File: config.mk
export PLATFORM = sky130hd
export DESIGN_NAME = load_store_unit
export DESIGN_NICKNAME = d
export VERILOG_FILES = /design/src/rtl/load_store_unit.sv
export SDC_FILE = /design/constraint.sdc
export NUM_CORES = 1
export LEC_CHECK = 0
export ABC_AREA = 1
export BUFFER_PORTS_ARGS = -buffer_cell sky130_fd_sc_hd__buf_2
export CAP_MARGIN = 20
export CORE_MARGIN = 5
export CORE_UTILIZATION = 55
export CTS_BUF_LIST = sky130_fd_sc_hd__clkbuf_8 sky130_fd_sc_hd__clkbuf_16
export CTS_CLUSTER_DIAMETER = 120
export CTS_CLUSTER_SIZE = 10
export DETAILED_ROUTE_END_ITERATION = 8
export GPL_ROUTABILITY_DRIVEN = 0
export PLACE_DENSITY = 0.9
export RECOVER_POWER = 25
export SLEW_MARGIN = 20
export SYNTH_ARGS = -nofsm -noshare
export SYNTH_HDL_FRONTEND = slang
export SYNTH_SLANG_ARGS = --single-unit
File: constraint.sdc
create_clock -name clk -period 7.4 [get_ports clk]
set_clock_uncertainty 0.1 [all_clocks]
set_input_delay 0.74 -clock clk [delete_from_list [all_inputs] [get_ports clk]]
set_output_delay 0.74 -clock clk [all_outputs]
set_load 0.01 [all_outputs]
File: src/rtl/load_store_unit.sv
// load_store_unit: req/ack data-memory access stage with byte-lane store formatting,
// sign/zero-extended load alignment, misalignment and timeout detection.
module load_store_unit #(
   parameter int TIMEOUT_CYCLES = 255,
   parameter int CNT_WIDTH      = 8
) (
   input  logic        clk,
   input  logic        rst,
   input  logic [31:0] addr,
   input  logic        rd_en,
   input  logic        wr_en,
   input  logic [31:0] wdata,
   input  logic [1:0]  size,
   input  logic        ld_unsigned,
   output logic [31:0] rdata,
   output logic        busy,
   output logic        done,
   output logic        err,
   output logic [31:0] mem_addr,
   output logic        mem_req,
   output logic        mem_we,
   output logic [3:0]  mem_wstrb,
   output logic [31:0] mem_wdata,
   input  logic [31:0] mem_rdata,
   input  logic        mem_ack
);
   typedef enum logic [1:0] {IDLE, REQ, DONE} state_t;
   state_t               state_q, state_d;
   logic [CNT_WIDTH-1:0] cnt_q, cnt_d;
   logic [31:0]          addr_q, wdata_q, rdata_q, rdata_d, ld_fmt;
   logic [1:0]           size_q;
   logic                 req_q, uns_q, we_q, err_q, err_d;
   logic                 start, misaligned, timeout;
   logic [7:0]           ld_byte;
   logic [15:0]          ld_half;

   // only a rising edge of the combined request starts an access, and only when idle
   assign start      = (rd_en | wr_en) & ~req_q & (state_q == IDLE);
   assign misaligned = (size == 2'b01 & addr[0]) | (size[1] & |addr[1:0]);
   assign timeout    = cnt_q == CNT_WIDTH'(TIMEOUT_CYCLES - 1);

   always_comb begin
      ld_byte = mem_rdata[{addr_q[1:0], 3'b000} +: 8];
      ld_half = addr_q[1] ? mem_rdata[31:16] : mem_rdata[15:0];
      ld_fmt  = size_q[1] ? mem_rdata
              : size_q[0] ? {{16{ld_half[15] & ~uns_q}}, ld_half}
              : {{24{ld_byte[7] & ~uns_q}}, ld_byte};
   end

   // ack is checked before timeout so an ack on the final cycle still succeeds
   always_comb begin
      state_d = state_q;
      cnt_d   = cnt_q;
      err_d   = err_q;
      rdata_d = rdata_q;
      case (state_q)
         IDLE: if (start) begin
            cnt_d   = '0;
            err_d   = misaligned;
            state_d = misaligned ? DONE : REQ;
            rdata_d = misaligned ? '0 : rdata_q;
         end
         REQ: if (mem_ack) begin
            state_d = DONE;
            rdata_d = we_q ? rdata_q : ld_fmt;
         end else if (timeout) begin
            state_d = DONE;
            err_d   = 1'b1;
            rdata_d = '0;
         end else cnt_d = cnt_q + 1'b1;
         DONE:    state_d = IDLE;
         default: state_d = IDLE;
      endcase
   end

   always_ff @(posedge clk or posedge rst) begin
      if (rst) begin
         state_q <= IDLE;
         cnt_q   <= '0;
         req_q   <= 1'b0;
         err_q   <= 1'b0;
         rdata_q <= '0;
         addr_q  <= '0;
         wdata_q <= '0;
         size_q  <= '0;
         uns_q   <= 1'b0;
         we_q    <= 1'b0;
      end else begin
         state_q <= state_d;
         cnt_q   <= cnt_d;
         req_q   <= rd_en | wr_en;
         err_q   <= err_d;
         rdata_q <= rdata_d;
         if (start) begin
            addr_q  <= addr;
            wdata_q <= wdata;
            size_q  <= size;
            uns_q   <= ld_unsigned;
            we_q    <= wr_en;
         end
      end
   end

   assign rdata     = rdata_q;
   assign busy      = state_q != IDLE;
   assign done      = state_q == DONE;
   assign err       = done & err_q;
   assign mem_addr  = {addr_q[31:2], 2'b00};
   assign mem_req   = state_q == REQ;
   assign mem_we    = mem_req & we_q;
   assign mem_wstrb = !we_q     ? 4'b0000
                    : size_q[1] ? 4'b1111
                    : size_q[0] ? (addr_q[1] ? 4'b1100 : 4'b0011)
                    : 4'b0001 << addr_q[1:0];
   assign mem_wdata = size_q[1] ? wdata_q : size_q[0] ? {2{wdata_q[15:0]}} : {4{wdata_q[7:0]}};
endmodule
==> results.cfg, run 1 <==
[floorplanning]
initial_utilization = 0.558
rows = 38
dieArea_mm2 = 0.0131
dieHeight_um = 114
ios = 209
coreArea_mm2 = 0.0107
die_w_um = 114

[global_routing]
grt_max_degree = 74
grt_pass1_wl_um = 26700
grt-ovfl-total = 0
grt_pass1_vias = 5420
antenna_found_initial = 0
grt_util_all_layers = 0.253

[synth]
syn_area_mm2 = 0.00599
synth.area.mux_share = 0
synth_simple_gate_area_frac = 0.359
synth_seq_area_share = 0.468
ys_seq_elements = 112
synth-compound-area-share = 0.0443
syn_inst = 814
synth_fa_ha_area_frac = 0.00418
yosysWarnings = 0
synth_top_family_by_area = simple AND/OR/NAND/NOR gates
synth_cell_types = 31
synthXorXnorAreaFrac = 0.00585
syn_avg_cell_area_um2 = 7.36

[clock_network]
postCtsHoldBufs = 0
postCtsResizedCells = 0
cts_tree = done
cts_max_path_buffers = 2
path_clk_slew_ns = 0.11
post-cts-setup-buffers = 0
clock-sinks = 112
cts-root-buf = clkbuf_8
clk_latency_ns = 0.37
cts_made_buffers = 9
htree_levels = 3

[cells_and_area]
layout_commonest_cell = nand2_1
layout_common_cells = nand2_1, buf_2, dfrtp_1, nand3_1, inv_1
design_area_mm2 = 0.00690
antenna_cells = 0
area_growth_pct = 15.1
drive_above_1_share = 0.241
nets = 1062
fillers = 969

[detailed_routing]
vias_per_cell = 5.26
drtAntennaViolNets = 0
dr.pass1.iters = 6
wl_per_cell_um = 14.9
drtIter0Drc = 601
drc = 0
num_vias = 5795
routed_wl_um = 16400

[status]
violations = max-capacitance violations, max-slew violations
status = complete, but fails checks

[pwr]
leakage_nw = 4.12
vdd_drop_max_mv = 0.225
power_density_mw_per_mm2 = 436
total_power_mw = 3.01

[setup_path]
reg2reg_depth = 8
ff2ff_setup_slack_ns = 4.75
endpoint = mem_wstrb[2]
max_stage_delay_ns = 0.79
crit_cells = 5
reg2reg_from = state_q[0]$_DFFE_PP0P_
cp_cell_sequence = nand2_1, o21ai_1, nor2_1, nor2_1, buf_2
crit_start = size_q[0]$_DFFE_PP0P_
r2r-end = cnt_q[7]$_DFFE_PP0P_
critical_path.max_fanout = 21
critPathKind = flip-flop to output pin
endpoint_kind = output pin
required_ns = 6.56
crit_arrival_ns = 2.15
crit_family = flip-flops
start_kind = flip-flop
cp_slowest_cell = dfrtp_1
worst-path-buf-inv = 1
cp_common_cell = nor2_1

[worst_hold_path]
hold_class = flip-flop to flip-flop

[sta]
tightest_slew_ns = 2.49
setup_viol = 0
final_max_slew_viol_count = 58
finalHoldViolCount = 0
fmax_mhz = 335
period_needed_ns = 2.99
relSlewSlack = -0.668
setup_tns_ns = 0
grt_setup_unrepaired = no
fin_crit_sh = 0.403

[place]
portBuffers = 206
dp_hpwl_um = 11500
place_area_mm2 = 0.00673

[run]
max_cap_violations = 1
tightest hold or removal path, stage by stage, from the launching register on:
cell and delay, ns:
dfrtp_1 0.35, nand2_1 0.05, nand2_1 0.05
kinds of logic after synthesis:
| group | count (synthesis) |
|---|---|
| AO/OA/AOI/OAI | 49 |
| XOR/XNOR | 4 |
| other | 1 |
| buffers and inverters | 133 |
| adder cells (fa/ha/maj) | 2 |
| AND/OR/NAND/NOR | 513 |
| flip-flops | 112 |
metrics by stage:
stage / utilization / worst slack, ns / hold WS (ns) / cells
after floorplan: - / 3.60 / 0.342 / 815
final: 0.642 / 4.41 / 0.377 / 1101
after detailed placement: 0.626 / 4.70 / 0.354 / 1085
after CTS: 0.645 / 4.42 / 0.382 / 1101
after global routing: 0.642 / 4.11 / 0.400 / 1101
after global placement: 0.626 / 4.75 / 0.349 / 1085
final cells by class:
type	instances	area (µm²)	share of cell area
Clock inverter	7	77.6	0.0112
Timing Repair Buffer	211	1040	0.151
Sequential cell	112	2800	0.406
Multi-Input combinational cell	570	2480	0.360
Inverter	52	196	0.0285
Clock buffer	9	124	0.0180
Tap cell	140	175	0.0254
power by group:
| group | total [mW] | internal [mW] | switching (mW) | leakage, nW |
|---|---|---|---|---|
| Combinational | 1.58 | 0.518 | 1.07 | 2.57 |
| Sequential | 1.04 | 0.865 | 0.180 | 1.44 |
| Clock | 0.379 | 0.162 | 0.217 | 0.106 |
| Total | 3.01 | 1.54 | 1.46 | 4.12 |
flip-flops by register name, indices dropped and copies added (netlist names):
name / count
state_q: 2
cnt_q: 8
we_q: 1
uns_q: 1
req_q: 1
rdata: 32
size_q: 2
addr_q: 32
wdata_q: 32
err_q: 1
cell usage after synthesis, drive strengths merged:
cell | count | area [µm²]
a21oi | 15 | 78.8
a31o | 1 | 8.76
buf | 71 | 478
clkbuf | 10 | 37.5
clkinv | 1 | 3.75
conb | 1 | 3.75
dfrtp | 112 | 2800
ha | 2 | 25.0
inv | 51 | 191
nand2 | 374 | 1420
nand3 | 107 | 558
nand4 | 2 | 12.5
nor2 | 20 | 92.6
nor3b | 1 | 7.51
o21ai | 26 | 134
o22ai | 7 | 43.8
or2 | 9 | 56.3
xnor2 | 1 | 8.76
xor2 | 3 | 26.3
routing by layer:
layer | wire length (µm) | part of all wire | GRT usage
met5 | 0 | 0 | 0
met4 | 333 | 0.020 | 0.0792
met3 | 1370 | 0.084 | 0.0449
met2 | 7770 | 0.48 | 0.405
met1 | 6870 | 0.42 | 0.354
worst min-delay path by stage:
| stage | from | to | slack (ns) | cells after the start |
|---|---|---|---|---|
| finish | addr_q[15]$_DFFE_PP0P_ | addr_q[15]$_DFFE_PP0P_ | 0.38 | 2 |
| global route | wdata_q[28]$_DFFE_PP0P_ | wdata_q[28]$_DFFE_PP0P_ | 0.40 | 2 |
| CTS | addr_q[29]$_DFFE_PP0P_ | addr_q[29]$_DFFE_PP0P_ | 0.38 | 2 |
| detailed placement | addr_q[29]$_DFFE_PP0P_ | addr_q[29]$_DFFE_PP0P_ | 0.35 | 2 |
| global placement | addr_q[20]$_DFFE_PP0P_ | addr_q[20]$_DFFE_PP0P_ | 0.35 | 2 |
| floorplan | wdata_q[10]$_DFFE_PP0P_ | wdata_q[10]$_DFFE_PP0P_ | 0.34 | 2 |
(Power assumes the default switching activity.)
==> inputs of run 2 (changes only) <==
--- a/config.mk
+++ b/config.mk
@@ -9,13 +9,13 @@
 export BUFFER_PORTS_ARGS = -buffer_cell sky130_fd_sc_hd__buf_2
 export CAP_MARGIN = 20
 export CORE_MARGIN = 5
-export CORE_UTILIZATION = 55
+export CORE_UTILIZATION = 46
 export CTS_BUF_LIST = sky130_fd_sc_hd__clkbuf_8 sky130_fd_sc_hd__clkbuf_16
 export CTS_CLUSTER_DIAMETER = 120
 export CTS_CLUSTER_SIZE = 10
 export DETAILED_ROUTE_END_ITERATION = 8
 export GPL_ROUTABILITY_DRIVEN = 0
-export PLACE_DENSITY = 0.9
+export PLACE_DENSITY = 0.8
 export RECOVER_POWER = 25
 export SLEW_MARGIN = 20
 export SYNTH_ARGS = -nofsm -noshare
==> constraint.sdc (replaced) <==
create_clock -name clk -period 2.65 [get_ports clk]
set_clock_uncertainty 0.1 [all_clocks]
set_input_delay 0.265 -clock clk [delete_from_list [all_inputs] [get_ports clk]]
set_output_delay 0.265 -clock clk [all_outputs]
set_load 0.01 [all_outputs]
==> run 2 against run 1 <==
Effect of this change: the flow now finishes without violations; first-iteration DRC count up 14%; non-clock buffer count up 10; sequential power rose to 2.8 times the previous value; cell area up 2.8%; global-route usage down 3.4 points; clock power rose to 3.6 times the previous value; die area up 18%; sequential share of layout area down 1.1 points; final cell count up 3.7%; via count down 2.0%; worst hold slack worse by 0.36 ns; largest power group unchanged.
==> results.cfg, run 2 (same netlist as run 1, synthesis figures left out) <==
[detailed_routing]
drtIter0Drc = 687
dr.pass1.iters = 5
drtAntennaViolNets = 0
num_vias = 5678
wl_per_cell_um = 14.8
routed_wl_um = 16900
drc = 0
vias_per_cell = 4.97

[floorplanning]
initial_utilization = 0.473
die_w_um = 124
rows = 41
dieHeight_um = 124
ios = 209
coreArea_mm2 = 0.0127
dieArea_mm2 = 0.0154

[setup_path]
critPathKind = flip-flop to flip-flop
critical_path.max_fanout = 73
start_kind = flip-flop
crit_arrival_ns = 2.39
endpoint_kind = flip-flop
required_ns = 2.79

[sta]
period_needed_ns = 2.25
grt_setup_unrepaired = no
tightest_slew_ns = 1.40
fmax_mhz = 444
setup_tns_ns = 0
fin_crit_sh = 0.850
final_max_slew_viol_count = 0
setup_viol = 0
finalHoldViolCount = 0
relSlewSlack = 0.0607

[clock_network]
path_clk_slew_ns = 0.07
clk_latency_ns = 0.35
htree_levels = 3
cts_made_buffers = 9
cts_max_path_buffers = 2
postCtsResizedCells = 0
post-cts-setup-buffers = 0
clock-sinks = 112
postCtsHoldBufs = 1
cts_tree = done
cts-root-buf = clkbuf_16

[global_routing]
grt_pass1_vias = 5318
antenna_found_initial = 1
use_met1 = 0.291
gr-usage-met3 = 0.0509
grt-ovfl-total = 0
grt_pass1_wl_um = 26400
grt_busiest_layer = met2
met2_usage = 0.352
grt_util_all_layers = 0.219
grt_max_degree = 74

[place]
dp_hpwl_um = 12100
portBuffers = 206
place_area_mm2 = 0.00686
placed_cells = 1126

[cells_and_area]
design_area_mm2 = 0.00709
area_growth_pct = 18.3
layout_common_cells = nand2_1, buf_2, dfrtp_1, nand3_1, clkbuf_1
final_cells = 1142
drive_above_1_share = 0.212
multi_input_area_mm2 = 0.00248
fillers = 1239
layout_commonest_cell = nand2_1
final-seq-area_mm2 = 0.00280
antenna_cells = 0
nets = 1072

[pwr]
leakage_nw = 4.10
vdd_drop_max_mv = 0.639
power_density_mw_per_mm2 = 1230

[worst_hold_path]
hold_class = primary input to flip-flop

[run]
max_cap_violations = 0

[status]
status = finished, final reports clean
==> run 2: cell types whose count changed in the layout (fill, tap and decap cells not counted), sizes merged <==
cell	before	now
clkinvlp	1	2
clkinv	3	2
clkbuf	31	64
inv	54	52
buf	189	166
dlygate4sd3	0	1
==> run 2: layout make-up <==
class / count / area share
Inverter: 52 / 0.0277
Clock inverter: 5 / 0.00706
Tap cell: 172 / 0.0304
Clock buffer: 10 / 0.0337
Timing Repair Buffer: 221 / 0.156
Multi-Input combinational cell: 570 / 0.350
Sequential cell: 112 / 0.395
==> run 2: stage by stage <==
stage,power (mW),hold slack (ns),setup slack [ns],util
after floorplan,6.26,0.282,0.928,-
after global placement,7.37,0.294,0.540,0.541
after detailed placement,7.48,0.305,0.427,0.541
after CTS,8.85,0.00878,0.405,0.565
after global routing,9.47,0.0306,0.234,0.559
final,8.72,0.0192,0.397,0.559
==> run 2: worst max-delay path, stage by stage (launching register included) <==
cell	delay (ns)
dfrtp_1	0.38
inv_1	0.09
ha_1	0.21
inv_1	0.05
nor2_1	0.04
nand2_1	0.11
o21ai_2	0.08
nor2_4	0.11
buf_4	0.61
inv_2	0.18
nand2_1	0.12
nand2_1	0.06
==> run 2: where the power goes <==
part	leakage (nW)	switching, mW	internal [mW]
Sequential	1.44	0.495	2.42
Clock	0.147	0.602	0.746
Combinational	2.51	2.99	1.47
Total	4.10	4.08	4.64
==> run 2: routing by layer <==
metal / vias up / wire, µm
li1: 2803 / -
met5: - / 9
met2: 254 / 7980
met4: 2 / 365
met3: 25 / 1620
met1: 2594 / 6900
==> run 2: path summary, 6_finish.rpt <==
check,slack (ns),to,start,cells after the start
worst min-delay path,0.02,req_q$_DFF_PP0_,rd_en,3
worst max register to register,0.40,cnt_q[6]$_DFFE_PP0P_,cnt_q[0]$_DFFE_PP0P_,11
min in group asynchronous,0.67,rdata[28]$_DFFE_PP0P_,rst,3
worst min register to register,0.37,wdata_q[14]$_DFFE_PP0P_,wdata_q[14]$_DFFE_PP0P_,2
max in group asynchronous,0.98,addr_q[27]$_DFFE_PP0P_,rst,4
worst max-delay path,0.40,cnt_q[6]$_DFFE_PP0P_,cnt_q[0]$_DFFE_PP0P_,11
==> inputs of run 3 (changes only) <==
--- a/config.mk
+++ b/config.mk
@@ -15,6 +15,7 @@
 export CTS_CLUSTER_SIZE = 10
 export DETAILED_ROUTE_END_ITERATION = 8
 export GPL_ROUTABILITY_DRIVEN = 0
+export MAX_ROUTING_LAYER = met4
 export PLACE_DENSITY = 0.8
 export RECOVER_POWER = 25
 export SLEW_MARGIN = 20
==> run 3 against run 2 <==
Effect of this change: setup slack better by 0.0053 ns; worst hold slack better by 0.0010 ns; sequential power hardly changed; maximum frequency is 0.24% higher; non-clock buffer count stayed put; die area stayed put; final cell count hardly changed; critical endpoint unchanged.
==> results.cfg, run 3 (same netlist as run 1, synthesis figures left out) <==
[status]
status = finished, final reports clean

[detailed_routing]
dr.pass1.iters = 5
num_vias = 5684
routed_wl_um = 16800
drtIter0Drc = 590
vias_per_cell = 4.97
drtAntennaViolNets = 0
wl_per_cell_um = 14.7
drc = 0

[run]
max_cap_violations = 0

[place]
preCtsSetupSlack_ns = 0.427
dp_hpwl_um = 12100
portBuffers = 206

[sta]
worst_hold_slack_ns = 0.0202
fmax_mhz = 445
final_max_slew_viol_count = 0
grt_setup_unrepaired = no
setup_tns_ns = 0
layout_setup_ws_ns = 0.402
fin_crit_sh = 0.848
finalHoldViolCount = 0
period_needed_ns = 2.25
setup_viol = 0
tightest_slew_ns = 1.40
relSlewSlack = 0.0622

[cells_and_area]
layout_commonest_cell = nand2_1
finish.utilization = 0.560
drive_above_1_share = 0.212
area_growth_pct = 18.4
nets = 1072
layout_common_cells = nand2_1, buf_2, dfrtp_1, nand3_1, clkbuf_1

[setup_path]
r2r-end = cnt_q[6]$_DFFE_PP0P_
required_ns = 2.79
start_kind = flip-flop
reg2reg_from = cnt_q[0]$_DFFE_PP0P_
crit_arrival_ns = 2.39
critical_path.max_fanout = 73
ff2ff_setup_slack_ns = 0.40
endpoint_kind = flip-flop
critPathKind = flip-flop to flip-flop
reg2reg_depth = 11

[pwr]
vdd_drop_max_mv = 0.638
seq_power_share = 0.335
swShare = 0.468
p_sw_mw = 4.07
clockPowerShare = 0.154
p_int_mw = 4.64
comb_power_share = 0.511
leakage_nw = 4.10
power_density_mw_per_mm2 = 1230

[worst_hold_path]
holdPathEnd = req_q$_DFF_PP0_
hold_class = primary input to flip-flop
min_from = rd_en
whs_path_depth = 3

[floorplanning]
coreArea_mm2 = 0.0127
initial_utilization = 0.473
dieHeight_um = 124
rows = 41
ios = 209
dieArea_mm2 = 0.0154
die_w_um = 124

[global_routing]
grt_max_degree = 74
grt_util_all_layers = 0.225
antenna_found_initial = 1
grt_pass1_wl_um = 26400
grt_pass1_vias = 5316
grt-ovfl-total = 0

[clock_network]
cts_max_path_buffers = 2
cts_made_buffers = 9
cts-root-buf = clkbuf_16
clk_latency_ns = 0.35
path_clk_slew_ns = 0.07
cts_tree = done
clock-sinks = 112
post-cts-setup-buffers = 0
htree_levels = 3
==> run 3: per-stage QoR <==
stage	power, mW	area [µm²]	std cells
finish	8.71	7090	1143
global route	9.47	7090	1143
CTS	8.85	7160	1142
detailed placement	7.48	6860	1126
global placement	7.37	6860	1126
floorplan	6.26	6000	815
==> run 3: cell type report <==
| type | instances | area, µm² |
|---|---|---|
| Antenna cell | 1 | 2.50 |
| Sequential cell | 112 | 2800 |
| Inverter | 52 | 196 |
| Fill cell | 1239 | 5580 |
| Tap cell | 172 | 215 |
| Clock inverter | 5 | 50.0 |
| Multi-Input combinational cell | 570 | 2480 |
| Clock buffer | 10 | 239 |
| Timing Repair Buffer | 221 | 1100 |
==> run 3: worst max-delay path by stage <==
stage | from | end | slack (ns) | cells after the start
floorplan | rst | addr_q[0]$_DFFE_PP0P_ | 0.93 | 1
global placement | cnt_q[0]$_DFFE_PP0P_ | cnt_q[7]$_DFFE_PP0P_ | 0.54 | 11
finish | cnt_q[0]$_DFFE_PP0P_ | cnt_q[6]$_DFFE_PP0P_ | 0.40 | 11
global route | cnt_q[0]$_DFFE_PP0P_ | cnt_q[6]$_DFFE_PP0P_ | 0.24 | 11
detailed placement | cnt_q[0]$_DFFE_PP0P_ | cnt_q[6]$_DFFE_PP0P_ | 0.43 | 11
CTS | cnt_q[0]$_DFFE_PP0P_ | cnt_q[6]$_DFFE_PP0P_ | 0.41 | 11
==> run 3: timing repair <==
action / CTS / global route
hold endpoints to repair: 27 / 0
resized for setup: 0 / 0
hold buffers: 1 / 0
==> run 3: metal layers <==
layer	vias up	track usage	routed length, µm
li1	2810	-	-
met1	2587	0.294	7130
met2	253	0.353	7910
met3	34	0.0372	1370
met4	0	0.0869	418
met5	-	-	0
==> run 3: power groups by stage <==
stage          registers (mW)  clock network (mW)  logic (mW)
6_report                 2.92                1.34        4.45
5_1_grt                  3.00                1.45        5.02
4_1_cts                  2.89                1.37        4.58
3_5_place_dp             2.91                   0        4.57
3_3_place_gp             2.90                   0        4.46
2_1_floorplan            2.85                   0        3.42
==> run 3: worst max-delay path: stages, from the launching register on <==
cell     delay, ns
dfrtp_1       0.38
inv_1         0.09
ha_1          0.21
inv_1         0.05
nor2_1        0.04
nand2_1       0.11
o21ai_2       0.08
nor2_4        0.11
buf_4         0.60
inv_2         0.18
nand2_1       0.12
nand2_1       0.06
